--- config.mk ---
export PLATFORM = sky130hd
export DESIGN_NAME = sa_result_tx_framer_flat
export DESIGN_NICKNAME = d
export VERILOG_FILES = /design/src/rtl/sa_result_tx_framer_pkg.sv /design/src/rtl/sa_result_tx_framer_if.sv /design/src/rtl/sa_result_byte_sel.sv /design/src/rtl/sa_result_tx_framer.sv /design/src/flat_wrapper.sv
export SDC_FILE = /design/constraint.sdc
export NUM_CORES = 1
export LEC_CHECK = 0
export CORE_ASPECT_RATIO = 1.1
export CORE_UTILIZATION = 46
export DETAILED_ROUTE_END_ITERATION = 7
export PLACE_DENSITY = 0.77
export SKIP_LAST_GASP = 1
export SLEW_MARGIN = 5
export SYNTH_ARGS = -nofsm -noshare
export SYNTH_HDL_FRONTEND = slang
export SYNTH_HIERARCHICAL = 1
export SYNTH_SLANG_ARGS = --single-unit
--- constraint.sdc ---
create_clock -name i_clk -period 9.14 [get_ports i_clk]
set_input_delay 1.371 -clock i_clk [delete_from_list [all_inputs] [get_ports i_clk]]
set_output_delay 1.371 -clock i_clk [all_outputs]
set_load 0.05 [all_outputs]
--- src/rtl/sa_result_tx_framer_pkg.sv ---
// Shared definitions for the result TX framer: FSM encoding, header default, frame length.
package sa_result_tx_framer_pkg;

   localparam int unsigned ROW_DEF    = 9;
   localparam int unsigned W_RES_DEF  = 32;
   localparam int unsigned W_DATA_DEF = 8;
   localparam logic [7:0]  HDR_DEF    = 8'hA5;

   typedef enum logic [1:0] {
      ST_IDLE  = 2'd0,
      ST_ISSUE = 2'd1,
      ST_WAIT  = 2'd2,
      ST_DONE  = 2'd3
   } state_t;

   // Header + payload bytes + checksum
   function automatic int unsigned nbytes(input int unsigned row, input int unsigned w_res);
      return row * w_res / 8 + 2;
   endfunction

endpackage

--- src/rtl/sa_result_tx_framer_if.sv ---
// Result-vector handshake and UART TX byte link; master = framer side, slave = environment side.
interface sa_result_tx_framer_if
   import sa_result_tx_framer_pkg::*;
#(
   parameter int unsigned ROW    = ROW_DEF,
   parameter int unsigned W_RES  = W_RES_DEF,
   parameter int unsigned W_DATA = W_DATA_DEF
);
   logic                   i_res_valid;
   logic [ROW*W_RES-1:0]   i_res_data;
   logic                   o_res_ready;
   logic                   o_tx_dv;
   logic [W_DATA-1:0]      o_tx_byte;
   logic                   i_tx_active;
   logic                   i_tx_done;

   modport master (
      input  i_res_valid, i_res_data, i_tx_active, i_tx_done,
      output o_res_ready, o_tx_dv, o_tx_byte
   );

   modport slave (
      output i_res_valid, i_res_data, i_tx_active, i_tx_done,
      input  o_res_ready, o_tx_dv, o_tx_byte
   );
endinterface

--- src/rtl/sa_result_byte_sel.sv ---
// Combinational frame byte mux: header, payload byte from the shadow vector, or checksum.
module sa_result_byte_sel
   import sa_result_tx_framer_pkg::*;
#(
   parameter int unsigned       ROW    = ROW_DEF,
   parameter int unsigned       W_RES  = W_RES_DEF,
   parameter int unsigned       W_DATA = W_DATA_DEF,
   parameter logic [W_DATA-1:0] HDR    = HDR_DEF,
   parameter int unsigned       NBYTES = nbytes(ROW, W_RES),
   parameter int unsigned       IDX_W  = $clog2(NBYTES)
) (
   input  logic [ROW*W_RES-1:0] i_shadow,
   input  logic [IDX_W-1:0]     i_idx,
   input  logic [W_DATA-1:0]    i_csum,
   output logic [W_DATA-1:0]    o_byte_c
);
   localparam int NPAY = int'(NBYTES) - 2;

   // Payload is the shadow vector read out byte by byte from bit 0 upward
   always_comb begin
      o_byte_c = '0;
      if (i_idx == '0) begin
         o_byte_c = HDR;
      end else if (i_idx == IDX_W'(NBYTES - 1)) begin
         o_byte_c = i_csum;
      end else begin
         for (int b = 0; b < NPAY; b++) begin
            if (i_idx == IDX_W'(b + 1)) o_byte_c = i_shadow[b*W_DATA +: W_DATA];
         end
      end
   end

endmodule

--- src/rtl/sa_result_tx_framer.sv ---
// Captures one result vector and streams it to the UART TX as header/payload/checksum frame.
module sa_result_tx_framer
   import sa_result_tx_framer_pkg::*;
#(
   parameter int unsigned       ROW    = ROW_DEF,
   parameter int unsigned       W_RES  = W_RES_DEF,
   parameter int unsigned       W_DATA = W_DATA_DEF,
   parameter logic [W_DATA-1:0] HDR    = HDR_DEF
) (
   input  logic                  i_clk,
   input  logic                  rst_n,
   sa_result_tx_framer_if.master bus,
   output logic                  o_busy,
   output logic                  o_frame_done,
   output logic                  o_overrun
);
   localparam int unsigned       NBYTES   = nbytes(ROW, W_RES);
   localparam int unsigned       IDX_W    = $clog2(NBYTES);
   localparam logic [IDX_W-1:0]  LAST_IDX = IDX_W'(NBYTES - 1);

   state_t                r_state;
   logic [IDX_W-1:0]      r_idx;
   logic [W_DATA-1:0]     r_csum;
   logic [ROW*W_RES-1:0]  r_shadow;
   logic                  r_tx_dv;
   logic [W_DATA-1:0]     r_tx_byte;
   logic                  r_busy;
   logic                  r_frame_done;
   logic                  r_overrun;
   logic                  r_res_ready;

   state_t                w_state_nxt;
   logic [IDX_W-1:0]      w_idx_nxt;
   logic [W_DATA-1:0]     w_csum_nxt;
   logic                  w_capture;
   logic                  w_tx_dv_nxt;
   logic [W_DATA-1:0]     w_tx_byte_nxt;
   logic                  w_overrun_nxt;
   logic [W_DATA-1:0]     w_sel_byte;

   sa_result_byte_sel #(
      .ROW    (ROW),
      .W_RES  (W_RES),
      .W_DATA (W_DATA),
      .HDR    (HDR),
      .NBYTES (NBYTES),
      .IDX_W  (IDX_W)
   ) u_byte_sel (
      .i_shadow (r_shadow),
      .i_idx    (r_idx),
      .i_csum   (r_csum),
      .o_byte_c (w_sel_byte)
   );

   // Next-state and next-output logic
   always_comb begin
      w_state_nxt   = r_state;
      w_idx_nxt     = r_idx;
      w_csum_nxt    = r_csum;
      w_capture     = 1'b0;
      w_tx_dv_nxt   = 1'b0;
      w_tx_byte_nxt = r_tx_byte;
      w_overrun_nxt = r_overrun;

      unique case (r_state)
         ST_IDLE: begin
            if (bus.i_res_valid) begin
               w_capture   = 1'b1;
               w_idx_nxt   = '0;
               w_csum_nxt  = '0;
               w_state_nxt = ST_ISSUE;
            end
         end
         ST_ISSUE: begin
            if (!bus.i_tx_active) begin
               w_tx_dv_nxt   = 1'b1;
               w_tx_byte_nxt = w_sel_byte;
               w_state_nxt   = ST_WAIT;
            end
         end
         ST_WAIT: begin
            if (bus.i_tx_done) begin
               // Header and checksum bytes never contribute to the sum
               if ((r_idx != '0) && (r_idx != LAST_IDX)) w_csum_nxt = r_csum + r_tx_byte;
               if (r_idx == LAST_IDX) begin
                  w_state_nxt = ST_DONE;
               end else begin
                  w_idx_nxt   = r_idx + IDX_W'(1);
                  w_state_nxt = ST_ISSUE;
               end
            end
         end
         ST_DONE: begin
            w_state_nxt = ST_IDLE;
         end
         default: begin
            w_state_nxt = ST_IDLE;
         end
      endcase

      if (bus.i_res_valid && (r_state != ST_IDLE)) w_overrun_nxt = 1'b1;
   end

   // State, counters and registered outputs
   always_ff @(posedge i_clk) begin
      if (!rst_n) begin
         r_state      <= ST_IDLE;
         r_idx        <= '0;
         r_csum       <= '0;
         r_tx_dv      <= 1'b0;
         r_tx_byte    <= '0;
         r_busy       <= 1'b0;
         r_frame_done <= 1'b0;
         r_overrun    <= 1'b0;
         r_res_ready  <= 1'b1;
      end else begin
         r_state      <= w_state_nxt;
         r_idx        <= w_idx_nxt;
         r_csum       <= w_csum_nxt;
         r_tx_dv      <= w_tx_dv_nxt;
         r_tx_byte    <= w_tx_byte_nxt;
         r_busy       <= (w_state_nxt != ST_IDLE);
         r_frame_done <= (w_state_nxt == ST_DONE);
         r_overrun    <= w_overrun_nxt;
         r_res_ready  <= (w_state_nxt == ST_IDLE);
      end
   end

   // Shadow vector is pure datapath; only meaningful after a capture
   always_ff @(posedge i_clk) begin
      if (rst_n && w_capture) r_shadow <= bus.i_res_data;
   end

   assign bus.o_res_ready = r_res_ready;
   assign bus.o_tx_dv     = r_tx_dv;
   assign bus.o_tx_byte   = r_tx_byte;
   assign o_busy          = r_busy;
   assign o_frame_done    = r_frame_done;
   assign o_overrun       = r_overrun;

endmodule

--- src/flat_wrapper.sv ---
// flat-port wrapper written by rule: the top's interface ports become plain ports
module sa_result_tx_framer_flat import sa_result_tx_framer_pkg::*;
#(
   parameter int unsigned       ROW    = ROW_DEF,
   parameter int unsigned       W_RES  = W_RES_DEF,
   parameter int unsigned       W_DATA = W_DATA_DEF,
   parameter logic [W_DATA-1:0] HDR    = HDR_DEF
)
  (i_clk, rst_n, o_busy, o_frame_done, o_overrun, bus_i_res_valid, bus_i_res_data, bus_i_tx_active, bus_i_tx_done, bus_o_res_ready, bus_o_tx_dv, bus_o_tx_byte);
  sa_result_tx_framer_if #(.ROW(ROW), .W_RES(W_RES), .W_DATA(W_DATA)) bus_i ();
  input  logic i_clk;
  input  logic rst_n;
  output logic o_busy;
  output logic o_frame_done;
  output logic o_overrun;
  input wire logic [$bits(bus_i.i_res_valid)-1:0] bus_i_res_valid;
  input wire logic [$bits(bus_i.i_res_data)-1:0] bus_i_res_data;
  input wire logic [$bits(bus_i.i_tx_active)-1:0] bus_i_tx_active;
  input wire logic [$bits(bus_i.i_tx_done)-1:0] bus_i_tx_done;
  output wire logic [$bits(bus_i.o_res_ready)-1:0] bus_o_res_ready;
  output wire logic [$bits(bus_i.o_tx_dv)-1:0] bus_o_tx_dv;
  output wire logic [$bits(bus_i.o_tx_byte)-1:0] bus_o_tx_byte;
  assign bus_i.i_res_valid = bus_i_res_valid;
  assign bus_i.i_res_data = bus_i_res_data;
  assign bus_i.i_tx_active = bus_i_tx_active;
  assign bus_i.i_tx_done = bus_i_tx_done;
  assign bus_o_res_ready = bus_i.o_res_ready;
  assign bus_o_tx_dv = bus_i.o_tx_dv;
  assign bus_o_tx_byte = bus_i.o_tx_byte;
  sa_result_tx_framer #(.ROW(ROW), .W_RES(W_RES), .W_DATA(W_DATA), .HDR(HDR)) u_core (.i_clk(i_clk), .rst_n(rst_n), .bus(bus_i), .o_busy(o_busy), .o_frame_done(o_frame_done), .o_overrun(o_overrun));
endmodule
== Yosys cells after proc, flatten, opt, wreduce, memory -nomap -nowiden ==
Index checks and enable logic that the tools add are counted.

* $add $sub $neg: 2
* $mul: 0
* Div/mod/pow operators: 0
* $lt $le $gt $ge: 0
* Equal/unequal tests: 46
* Shift-type cells: 0
* Mux-type cells: 54
* Bitwise logic cells: 1
* Reduce and logical (&&, ||, !) cells: 14

{| class="wikitable"
|+ Operators by type and width
! operator !! number
|-
| 2-to-1 mux 8 bit || 41
|-
| equality test 6 x 5 -> 1 bit, second input constant || 16
|-
| equality test 6 x 4 -> 1 bit, second input constant || 8
|-
| equality test 6 bit, second input constant || 6
|-
| equality test 6 x 3 -> 1 bit, second input constant || 4
|-
| 2-to-1 mux 6 bit || 3
|-
| case mux 8 bit (2 select lines) || 1
|-
| equality test 6 x 2 -> 1 bit, second input constant || 2
|-
| case mux 6 bit (2 select lines) || 1
|-
| adder 8 bit || 1
|-
| 2-to-1 mux 2 bit || 4
|-
| case mux 2 bit (4 select lines) || 1
|-
| AND reduction 4 bit || 2
|-
| adder 6 x 1 -> 6 bit, second input constant || 1
|-
| equality test 2 bit, second input constant || 3
|-
| equality test 6 x 1 -> 1 bit, second input constant || 1
|-
| logical NOT 6 bit || 1
|-
| != test 2 bit, second input constant || 3
|-
| != test 6 bit, second input constant || 1
|-
| nonzero test 2 bit || 3
|-
| nonzero test 6 bit || 1
|-
| logical NOT 2 bit || 2
|-
| AND reduction 2 bit || 2
|-
| logical AND 1 bit || 3
|-
| other kinds (4) || 6
|}

* Flip-flop bits (word level): 317
* Latch bits: 0
* Memory bits (writable): 0
* Bits in read-only memories: 0
* Bits of input ports: 293
* Memories kept: 0

== Logic depth before layout (Yosys ltp) ==
* Depth in word-level cells: 39
* Gate-level depth with buffers: 12
* Gate-level depth less buffers: 8

== By module ==
The synthesis kept the hierarchy.

{| class="wikitable"
|+ By module, submodules not included
! module !! instances !! cells an instance !! area an instance (um^2) !! seq. area each (um^2)
|-
| sa_result_tx_framer || 1 || 453 || 10197.3 || 9228.9
|-
| sa_result_byte_sel || 1 || 592 || 3970.1 || 0.0
|}

== Worst setup path after synthesis ==
Ideal clock, no wire load.

* Path type: in2reg
* Start: in rst_n
* End: reg u_core.r_shadow[0] (enable)
* Library setup time: 689 ps
* Data arrival time: 8255 ps
* Required time: 8451 ps
* Path slack: 196 ps
* Stages: 2
* Buffers on the path: 1
* Path through: clkbuf_1 and3_1

* Longest elaborated chain between the ends: 1

{| class="wikitable"
|+ RTL lines
! element !! RTL line !! text
|-
| from (decl) || flat_wrapper.sv:12 || <nowiki>input logic rst_n;</nowiki>
|-
| logical AND 1 bit || sa_result_tx_framer.sv:131 || <nowiki>if (rst_n && w_capture) r_shadow <= bus.i_res_data;</nowiki>
|-
| to (signal assigned) || sa_result_tx_framer.sv:131 ||
|-
| to (decl) || sa_result_tx_framer.sv:24 || <nowiki>logic [ROW*W_RES-1:0] r_shadow;</nowiki>
|}

No other way between the ends.
A chain may end at the register's enable or synchronous reset.

== Final worst setup path ==
* Start: reg u_core.r_idx[0]
* End: reg u_core.r_tx_byte[5] (netlist: u_core/bus.o_tx_byte[5])

* Longest elaborated chain between the ends: 39
* Elaborated cells between the ends (all ways): 76

{| class="wikitable"
|+ RTL lines
! element !! RTL line !! text
|-
| from (decl) || sa_result_tx_framer.sv:22 || <nowiki>logic [IDX_W-1:0] r_idx;</nowiki>
|-
| from (signal assigned) || sa_result_tx_framer.sv:118 || <nowiki>r_idx <= w_idx_nxt;</nowiki>
|-
| equality test 6 x 1 -> 1 bit || sa_result_byte_sel.sv:28 || <nowiki>if (i_idx == IDX_W'(b + 1)) o_byte_c = i_shadow[b*W_DATA +: W_DATA];</nowiki>
|-
| 2-to-1 mux 8 bit (36 in series) || sa_result_byte_sel.sv:28 ||
|-
| 2-to-1 mux 8 bit || sa_result_byte_sel.sv:24 || <nowiki>end else if (i_idx == IDX_W'(NBYTES - 1)) begin</nowiki>
|-
| 2-to-1 mux 8 bit (*) || sa_result_byte_sel.sv:22 || <nowiki>if (i_idx == '0) begin</nowiki>
|-
| via u_core.w_sel_byte[5] || sa_result_tx_framer.sv:39 || <nowiki>logic [W_DATA-1:0] w_sel_byte;</nowiki>
|-
| to (signal assigned) || sa_result_tx_framer.sv:121 || <nowiki>r_tx_byte <= w_tx_byte_nxt;</nowiki>
|-
| to (decl) || sa_result_tx_framer.sv:26 || <nowiki>logic [W_DATA-1:0] r_tx_byte;</nowiki>
|}

Mark *: on every way through the listed nets, which the timed path passes. The rest lies on a longest branch.

==> metrics.md <==
| Metric | Value |
|---|---|
| DIE WIDTH | `169 µm` |
| # IOs | `306` |
| Crit end category | `flop` |
| Switching pwr | `0.651 mW` |
| Most frequent cells in the layout | `clkdlybuf4s50_1 (305), edfxtp_1 (288), nor2_1 (66)` |
| Worst hold start | `u_core/o_overrun` |
| Static Leak | `6.04 nW` |
| Initial antenna violation count | `5` |
| Routability Congestion | `0.941` |
| Simple-Gate Fraction of Synth Area | `10.3%` |
| PostCTS Resize Cnt | `0` |
| DRC | `0` |
| Clock power share | `40.7%` |
| Outcome | `complete, no violations` |
| # setup viols final | `0` |
| Worst Setup SP | `u_core/r_idx[0]` |
| Die Area | `approximately 32000 µm²` |
| Antenna Nets Post-Route | `0` |
| Global-route wire length before repair | `61.3 mm` |
| Layout Cells excl Fill | `1761` |
| Switching Fraction | `20.4%` |
| Xor/xnor cell area share of the yosys netlist | `0.618%` |
| Synth-to-Final Area Change | `30.8%` |
| Crit-path slowest cell | `dfxtp_4` |
| Clk sinks | `~320` |
| Total gr overflow | `0` |
| Least-Margin Pin Slew | `1180 ps` |
| Flop pwr share | `52.5%` |
| Crit Path Class | `flop to flop` |
| RSZ-0062 raised after global routing | `false` |
| WHS Endpoint | `u_core/o_overrun` |
| Slowest cell delay on critical path | `between 800 and 900 ps` |
| Hold Crit Depth | `2` |
| CTS tree | `done` |
| Total number of vias | `approximately 11000` |
| Synth Flop Type | `edfxtp_1` |
| Peak supply drop | `0.000147 V` |
| Post-synth cell types | `roughly 90` |
| Largest net degree at the start of global routing | `208` |
| DRT Pass-1 Iters | `6` |
| HP Class | `flop to flop` |
| Clock skew | `8.95 ps` |
| Clock Pin Slew Worst Setup and Hold Paths | `60 ps` |
| Tcrit/Tclk final | `44.6%` |
| Pint | `2.54 mW` |
| Synth warnings | `6` |
| Power per cell area | `172 nW/µm²` |
| Reg2Reg Depth | `9` |
| Reg2reg start | `u_core/r_idx[0]` |
| Met1 Usage GRT | `34.1%` |
| CP required | `9590 ps` |
| Routed wire length | `between 40 and 50 mm` |
| Logic pwr share | `6.9%` |
| Synth Area per Inst | `between 10 and 15 µm²` |
| Minimum clock period | `a little over 4000 ps` |
| Hold Violations, Final | `0` |
| CTS buffer count | `31` |
| DP Area | `17500 µm²` |
| Syn Inst Count | `approximately 1000` |
| Synth Area in Compound Gates | `13.8%` |
| GRT Util Overall | `between 20% and 30%` |
| Sequential area share after synthesis | `between 60% and 70%` |
| Critical Path AT | `approximately 4500 ps` |
| EDFF count, synth | `between 200 and 300` |
| Clk_lat worst skew | `roughly 560 ps` |
| Synth Area in Adders | `1.02%` |
| Post-route cell area | `18500 µm²` |
| Hold_buf cts | `0` |
| Mapped Nets | `1349` |
| DR WL/cell | `between 20 and 25 µm` |
| RR Endpoint | `u_core/bus.o_tx_byte[5]` |
| Post-CTS Setup Bufs | `0` |
| Post-layout net count | `roughly 1600` |
| GRT busiest layer | `met2` |
| Vias per inst | `6.00` |
| Max Buffers Root-to-Sink | `3` |
| Synthesized flop and latch total | `between 300 and 400` |
| CP Cell Sequence | `buf_4 -> nand2b_1 -> o221ai_1 -> a221oi_1 -> o31ai_1 -> a21oi_1 -> o21a_1 -> mux2i_1 -> nor2b_1` |
| Max Cap Viol | `0` |
| Vias in the first global route | `~10000` |
| DIE HEIGHT | `186 µm` |
| Layout cell share with drive strength beyond 1 | `8.79%` |
| Core Box Area | `30300 µm²` |
| DRT iter0 DRCs | `roughly 1400` |
| R2R Setup Slk | `5060 ps` |
| IO Port Bufs | `a little over 300` |
| Most common cell after layout, fill and taps aside | `clkdlybuf4s50_1` |
| Clock root buffer | `clkbuf_16` |
| Met3 Usage GRT | `under 10%` |
| Max-slew headroom | `21.0%` |
| Ys async rst share | `0%` |
| Post-Synthesis Cell Area | `14200 µm²` |
| Slew Limit Fails | `0` |
| Placed cells | `1700` |
| Setup TNS Final | `0 ps` |
| Rows | `67` |
| Nature of the critical path startpoint | `flop` |
| Hpwl dp | `29.8 mm` |
| GR Util met2 | `between 40% and 50%` |
| Max Clock Freq | `245 MHz` |
| Initial core utilization | `46.7%` |
| Critical path peak fanout | `70` |
| Multiplexer area fraction after synthesis | `5.87%` |
| Main combinational cell family by area after synthesis | `compound AO/OA/AOI/OAI gates` |
| H-Tree Depth | `1` |
power groups by stage:
| stage | logic (mW) | registers [mW] | clock network [mW] |
|---|---|---|---|
| 2_1_floorplan | 0.0514 | 1.72 | 0 |
| 3_3_place_gp | 0.217 | 1.71 | 0 |
| 3_5_place_dp | 0.219 | 1.71 | 0 |
| 4_1_cts | 0.220 | 1.68 | 1.32 |
| 5_1_grt | 0.230 | 1.68 | 1.37 |
| 6_report | 0.219 | 1.68 | 1.30 |
per-layer routing:
| metal | share of wire (%) | vias to the layer above |
|---|---|---|
| li1 | - | 4667 |
| met1 | 38 | 5102 |
| met2 | 48 | 688 |
| met3 | 10 | 110 |
| met4 | 3.7 | 0 |
| met5 | 0 | - |
layout make-up:
type                       instances  area [µm²]
clock inverter                    14         159
timing repair buffer             321        3190
sequential                       317        9240
inverter                          14        52.6
clock buffer                      42         880
multi-input combinational        634        4490
fill                            2371       11800
antenna                            5        12.5
tap                              414         518
cells by family (layout without fill, tap and decap cells):
group | after synthesis | after routing
xor gates and xnor gates | 10 | 10
muxes | 71 | 71
adders and majority gates | 11 | 11
AOI/OAI and AO/OA | 282 | 282
and+or+nand+nor | 260 | 260
DFF | 317 | 317
buffers and inverters | 94 | 391
other | 0 | 5
registers in the layout (all words and copies together) (netlist names), 2 cells and up:
signal                count
u_core/bus.o_tx_byte      8
u_core/r_csum             8
u_core/r_idx              6
u_core/r_shadow         288
u_core/r_state            2
synth_stat cells (11+ instances only):
cell type  count  area, µm²
nor3_1        23        115
nor2b_1       23        144
o21ai_0       61        305
edfxtp_1     288       8650
o22ai_1       15       93.8
mux2_2        17        191
nand3_1       24        120
buf_2         36        180
inv_1         14       52.6
nand2_1       45        169
a211oi_1      23        173
a21oi_1       56        280
clkbuf_1      24       90.1
mux2i_1       46        460
nor2_1        66        248
buf_4         11       82.6
dfxtp_1       29        581
through the flow:
stage	total power [mW]	hold WS [ps]	util [%]	setup WS (ps)
floorplan	1.77	455	-	196
global placement	1.92	471	57.6	4760
detailed placement	1.93	484	57.6	4680
CTS	3.21	500	61.0	5230
global route	3.28	535	61.0	4990
finish	3.20	491	61.1	5060
critical path, delay by kind of cell (launching register included):
family | cells | cell delay, ps
compound gates | 5 | 1550
buf+inv | 1 | 750
flops | 1 | 830
mux | 1 | 140
simple gates | 2 | 670
worst max path at each step:
| stage | end | slack [ps] | cells past startpoint |
|---|---|---|---|
| 6_report | u_core/bus.o_tx_byte[5] | 5060 | 9 |
| 5_1_grt | u_core/bus.o_tx_byte[5] | 4990 | 9 |
| 4_1_cts | u_core/bus.o_tx_byte[5] | 5230 | 9 |
| 3_5_place_dp | u_core/r_shadow[79] | 4680 | 4 |
| 3_3_place_gp | u_core/r_shadow[185] | 4760 | 4 |
| 2_1_floorplan | u_core/r_shadow[0] | 200 | 2 |
No activity file was read; power rests on OpenSTA's default activity.
